$ cat src/rtl/micro_sequencer.sv
// Next-address controller for the 11-bit microaddress counter: decodes the
// sequencing field into HOLD/INC/LOAD and keeps a return-address stack for call/return.
package microaddr;
  typedef enum logic [1:0] {HOLD = 2'd0, INC = 2'd1, LOAD = 2'd2} cmd;
endpackage

module micro_sequencer #(
  parameter int STACK_DEPTH = 4,
  parameter int COND_W      = 8,
  localparam int DW         = $clog2(STACK_DEPTH + 1)
) (
  input  logic               clk,
  input  logic               reset,
  input  logic [2:0]         seq_op,
  input  logic [10:0]        target,
  input  logic [2:0]         cond_sel,
  input  logic               cond_pol,
  input  logic [COND_W-1:0]  cond,
  input  logic [10:0]        dispatch_addr,
  input  logic               stall,
  input  logic [10:0]        addr,
  output microaddr::cmd      cmd,
  output logic [10:0]        load_addr,
  output logic [DW-1:0]      depth,
  output logic               stack_err
);
  localparam logic [2:0] OP_NEXT = 3'd0, OP_JUMP = 3'd1, OP_BRANCH = 3'd2, OP_CALL = 3'd3,
                         OP_RET  = 3'd4, OP_DISP = 3'd5, OP_WAIT   = 3'd6;

  logic [10:0] stack [STACK_DEPTH];
  logic [10:0] top;
  logic [7:0]  cond_pad;
  logic        cond_true, push, pop, err_set, full, empty;

  // Zero-extension makes any cond_sel beyond COND_W read as a 0 flag.
  assign cond_pad  = 8'(cond);
  assign cond_true = cond_pad[cond_sel] ^ cond_pol;
  assign full      = (depth == DW'(STACK_DEPTH));
  assign empty     = (depth == '0);

  always_comb begin
    top = '0;
    for (int i = 0; i < STACK_DEPTH; i++)
      if (DW'(i + 1) == depth) top = stack[i];
  end

  always_comb begin
    cmd       = microaddr::HOLD;
    load_addr = '0;
    push      = 1'b0;
    pop       = 1'b0;
    err_set   = 1'b0;
    if (reset) begin
      cmd = microaddr::LOAD;
    end else if (!stall) begin
      case (seq_op)
        OP_JUMP: begin
          cmd       = microaddr::LOAD;
          load_addr = target;
        end
        OP_BRANCH: begin
          if (cond_true) begin
            cmd       = microaddr::LOAD;
            load_addr = target;
          end else begin
            cmd = microaddr::INC;
          end
        end
        OP_CALL: begin
          // The jump is taken even when the push has to be dropped.
          cmd       = microaddr::LOAD;
          load_addr = target;
          if (full) err_set = 1'b1;
          else      push    = 1'b1;
        end
        OP_RET: begin
          if (!empty) begin
            cmd       = microaddr::LOAD;
            load_addr = top;
            pop       = 1'b1;
          end else begin
            cmd     = microaddr::INC;
            err_set = 1'b1;
          end
        end
        OP_DISP: begin
          cmd       = microaddr::LOAD;
          load_addr = dispatch_addr;
        end
        OP_WAIT: cmd = cond_true ? microaddr::INC : microaddr::HOLD;
        default: cmd = microaddr::INC;
      endcase
    end
  end

  always_ff @(posedge clk) begin
    if (reset) begin
      depth     <= '0;
      stack_err <= 1'b0;
      for (int i = 0; i < STACK_DEPTH; i++) stack[i] <= '0;
    end else begin
      stack_err <= stack_err | err_set;
      if (push) begin
        for (int i = 0; i < STACK_DEPTH; i++)
          if (DW'(i) == depth) stack[i] <= addr + 11'd1;
        depth <= depth + 1'b1;
      end else if (pop) begin
        depth <= depth - 1'b1;
      end
    end
  end
endmodule

$ cat config.mk
export PLATFORM = sky130hd
export DESIGN_NAME = micro_sequencer
export DESIGN_NICKNAME = d
export VERILOG_FILES = /design/src/rtl/micro_sequencer.sv
export SDC_FILE = /design/constraint.sdc
export NUM_CORES = 1
export LEC_CHECK = 0
export CAP_MARGIN = 10
export CORE_MARGIN = 3
export CORE_UTILIZATION = 35
export CTS_CLUSTER_DIAMETER = 30
export DETAILED_ROUTE_END_ITERATION = 8
export REMOVE_ABC_BUFFERS = 1
export SYNTH_ARGS = -nofsm -noshare
export SYNTH_HDL_FRONTEND = slang
export SYNTH_SLANG_ARGS = --single-unit
$ cat constraint.sdc
create_clock -name clk -period 2.5 [get_ports clk]
set_input_delay 0.375 -clock clk [delete_from_list [all_inputs] [get_ports clk]]
set_output_delay 0.375 -clock clk [all_outputs]
set_load 0.005 [all_outputs]
## Yosys cells after proc, flatten, opt, wreduce, memory -nomap -nowiden

Memories as Yosys holds them, arrays and structs flattened.
Index checks and enable logic that the tools add are counted.

- Register bits: 4
- Memory bits (writable): 44
- Output and inout port bits: 17
- Memories: 1

- Add/sub/neg operators: 3
- Order comparisons: 1
- Equality and inequality tests: 11
- Multiplexer cells: 53
- Bitwise operators: 6
- Reductions and logical operators: 4

Memories:

| name | words | bits a word | rd ports | clocked after Yosys merged registers in | wr ports | RTL line | text |
|---|---|---|---|---|---|---|---|
| stack | 4 | 11 | 4 | 0 | 4 | 30 | `logic [10:0] stack [STACK_DEPTH];` |

Operators with widths:

| operator | number |
|---|---|
| 11-bit two-way mux | 12 |
| 11-bit one-hot mux with 4 select lines | 1 |
| 1-bit two-way mux | 31 |
| 3-bit == test, second input constant | 4 |
| 11-bit by 1-bit adder with 11-bit output, second input constant | 1 |
| 2-bit two-way mux | 4 |
| 2-bit one-hot mux with 4 select lines | 1 |
| 2-bit by 3-bit == test with 1-bit output, first input constant | 2 |
| 3-bit by 2-bit == test with 1-bit output, second input constant | 2 |
| 3-bit two-way mux | 2 |
| 1-bit OR | 5 |
| 3-bit by 4-bit < comparator with 1-bit output, second input constant | 1 |
| 3-bit by 1-bit adder with 3-bit output, second input constant | 1 |
| 1-bit binary-select mux with 3-bit select | 1 |
| 1-bit by 3-bit == test with 1-bit output, first input constant | 1 |
| 3-bit by 1-bit == test with 1-bit output, second input constant | 1 |
| 3-bit == test, first input constant | 1 |
| 3-bit zero test | 1 |
| 3-bit OR reduction | 1 |
| 3-bit by 1-bit subtractor with 3-bit output, second input constant | 1 |
| 1-bit one-hot mux with 2 select lines | 1 |
| 2-bit nonzero test | 1 |
| 2-bit OR reduction | 1 |
| 1-bit XOR | 1 |

## Longest topological paths before layout

- Depth in word-level cells: 9
- Depth in mapped cells: 10
- Gate-level depth less buffers: 7

## Worst setup path after synthesis

No wires, ideal clock.

- Kind: reg2out
- From: register depth[2]
- To: output port load_addr[9]
- Arrival time: 2062 ps
- Slack: 63 ps
- Stages on the path, launching flop included: 10
- Path buffers: 2
- Path through: dfxtp_1 clkbuf_1 inv_1 clkbuf_1 ha_1 nor3b_1 a221o_1 a21oi_1 a2bb2oi_1 a21oi_1

- Cells in the longest elaborated chain, start to end: 9
- Elaborated cells on any way between the ends: 13
- Those cells by class: eq/ne (4); mux (8); reduce/logical (1)

Ends and longest elaborated chain:

| element | RTL line | text |
|---|---|---|
| from (decl) | 24 | `output logic [DW-1:0] depth,` |
| from (signal assigned) | 106 | `depth <= depth + 1'b1;` |
| from (signal assigned) | 108 | `depth <= depth - 1'b1;` |
| 1-bit by 3-bit == test with 1-bit output | 44 | `if (DW'(i + 1) == depth) top = stack[i];` |
| 11-bit two-way mux (4 in a row) | 44 |  |
| 11-bit two-way mux (*) | 77 | `if (!empty) begin` |
| 11-bit one-hot mux with 4 select lines (*) | 56 | `case (seq_op)` |
| 11-bit two-way mux (*) | 55 | `end else if (!stall) begin` |
| 11-bit two-way mux (*) | 53 | `if (reset) begin` |
| to (decl) | 23 | `output logic [10:0] load_addr,` |

Every way passes the cells marked *; elsewhere a longest branch is shown, timed or not.

## Worst setup path after layout

- From: input port cond_sel[1]
- To: output port cmd[1]

- Cells in the longest elaborated chain, start to end: 7

Ends and longest elaborated chain:

| element | RTL line | text |
|---|---|---|
| from (decl) | 16 | `input logic [2:0] cond_sel,` |
| 1-bit binary-select mux with 3-bit select | 37 | `assign cond_true = cond_pad[cond_sel] ^ cond_pol;` |
| 1-bit two-way mux (implied by the code) | 37 |  |
| 1-bit XOR | 37 |  |
| 2-bit two-way mux | 62 | `if (cond_true) begin` |
| 2-bit one-hot mux with 4 select lines | 56 |  |
| 2-bit two-way mux | 55 |  |
| 2-bit two-way mux | 53 |  |
| to (decl) | 22 | `output microaddr::cmd cmd,` |

Every way passes these cells. The select of a mux whose other input is x is not followed.

==> metrics <==
initial antenna violation count=0; min-delay src=stack_err; clock root cell=clkbuf_8; P_leak=around 1.7 nW; total number of vias=2752; Reg clk slew, reported paths=0.10 ns; critical path endpoint=cmd[1]; Hold Crit Class=reg2reg; cts bufs inserted=5; Setup TNS=-0.02178 ns; ANT cells=0; initial drt markers=220; Fmax achieved=a little under 400 MHz; post-route ant nets=0; Startpoint Class=input pin; worst r2r src=depth[1]; Final period util=1.009; Yosys top cell by area=edfxtp_1; Slew Viols, Final=0; vias per inst=approximately 5.3; Crit Path Max Fanout=4; count leader, synth=nor2_1; fin worst setup slack=-0.02178 ns; IO Port Bufs=67; post-route minimum period=2.522 ns; cts hold-fix bufs=0; total power=about 0.0020 W; Synth cell types=39; vias in the first global route=roughly 2.7k; Final Hold Viols=0; GR Util All Layers=0.1962; RSZ-0062 raised after global routing=yes; crit end category=output pin; Place WS=-0.8091 ns; Die Wd=approximately 96 um; max cap viols=0; Clk Latency, worst-skew pair=around 0.31 ns; I/O pin cnt=between 60 and 70; VDD IR-drop max=approximately 290 uV; Slew @ Worst Pin=0.4788 ns; power density over cell area=between 400 and 500 nW/um2; kind of critical path=in2out; DR DRC count=0; largest net degree at the start of global routing=20; Die ar.=9198 um2; row cnt=32; first-pass GRT wire length=13430 um; CTS H-Tree Depth=2; clk sink count=48; Area Overhead vs Synth=52.85%; CTS tree=built; top post-synthesis cells by count=nor2_1 (60), edfxtp_1 (44), nand2_1 (37); Post-Synthesis Cells=about 310; post-detail-place hpwl=6134 um; Max clock buf depth=2; sequential share of the synthesized area=0.4954; critical path arrival=2.15 ns; Synth Register Bits=48; CP Launch Point=cond_sel[1]; grt ovf=0; WP data required=2.12 ns; Final Wtd Congestion=0.7917; Initial Utilization=0.3642; R2R depth=12; Synth area leaders=edfxtp_1 (47%), nor2_1 (8.0%), a21oi_1 (5.7%); Primary FF master, synth=edfxtp_1; Routed WL per cell=roughly 17 um; skew final=0.007712 ns; Post-Synthesis Cell Area=2829 um2; EDFF count, synth=44; Async SR Flop Fraction=0; area fraction of the dominant cell type after synthesis=0.4670; status=complete, but fails checks; Syn Area/Cell=9.275 um2; DIE HEIGHT=95.91 um; failing checks=setup timing; CORE AREA=7767 um2; YS warnings=0; Slew HR=0.6785; drt total wl=8861 um; Pre-Repair DR Iteration Count=7; RR Endpoint=stack[1][7]; final setup fails=1; Reg2Reg Setup Slack=0.31 ns; fraction of layout cells with a size suffix above 1=0.2974; layout net count=474
stage by stage:
| step | instances | hold WS (ns) | utilization | area [um2] |
|---|---|---|---|---|
| after global routing | 519 | 0.5553 | 0.5567 | 4324 |
| after floorplan | 285 | 0.4441 | - | 2743 |
| after global placement | 498 | 0.4812 | 0.5055 | 3926 |
| after CTS | 516 | 0.4934 | 0.5449 | 4233 |
| after detailed placement | 498 | 0.4713 | 0.5055 | 3926 |
| final | 519 | 0.5009 | 0.5567 | 4324 |
critical path: stages:
cell and delay, ns:
buf_8 0.11, mux2i_1 0.12, mux4_2 0.51, mux2i_4 0.23, or4b_1 0.48, a41o_1 0.21, buf_2 0.13
kinds of logic (layout without fill, tap and decap cells):
group	Yosys count	count (layout)	share of synthesized area
compound gates	76	76	0.1720
mux	7	7	0.02963
buf+inv	27	139	0.03981
fa+ha+maj	7	7	0.03096
xor+xnor	11	11	0.03405
flops	48	48	0.4954
simple gates	129	129	0.1982
how the worst min path moves through the flow:
stage                      endpoint  cells past startpoint
after floorplan            depth[1]                      1
after global placement    stack_err                      2
after detailed placement  stack_err                      2
after CTS                 stack_err                      2
after global routing      stack_err                      2
final                     stack_err                      2
metal layers:
metal	global-route usage	wire length, um	part of all wire	up-vias
li1	-	-	-	1322
met1	0.2445	3729	0.42	1294
met2	0.3445	4269	0.48	120
met3	0.03284	701	0.079	16
met4	0.06398	161	0.018	0
met5	0	0	0	-
state kept, by name, indices dropped and copies added, names as in the netlist:
register and flops:
depth 3, stack 44, stack_err 1
report_power, final:
| part | switching, W | leakage [nW] | total [W] | internal [W] |
|---|---|---|---|---|
| logic | 0.000170 | 1.16 | 0.000363 | 0.000193 |
| clock network | 0.000274 | 0.0687 | 0.000677 | 0.000403 |
| registers | 0.0000114 | 0.488 | 0.000913 | 0.000902 |
final cells by class:
type	count	area, um2
fillers	677	3443
multi-input cells	230	1528
flip-flops and latches	48	1404
repair buffers	124	1099
well taps	102	127.6
clock buffers	5	68.82
clock inverters	3	68.82
inverters	7	28.78
placed cells by master, fill, tap and decap left out, types with 6 or more instances in the layout:
cell / instances
a21oi_1: 20
a21oi_2: 11
a32oi_1: 8
buf_2: 12
buf_4: 45
buf_6: 7
clkbuf_2: 7
clkdlybuf4s50_1: 42
edfxtp_1: 44
inv_1: 6
nand2_1: 36
nand3_1: 11
nor2_1: 59
o21ai_0: 7
o21ai_1: 6
repair_timing:
item | 4_1_cts | 5_1_grt
pin swaps | 15 | 15
setup endpoints to repair | 13 | 13
gates cloned | 1 | 0
gates resized for setup | 111 | 29
buffers inserted | 10 | 3
(Power assumes the default switching activity.)
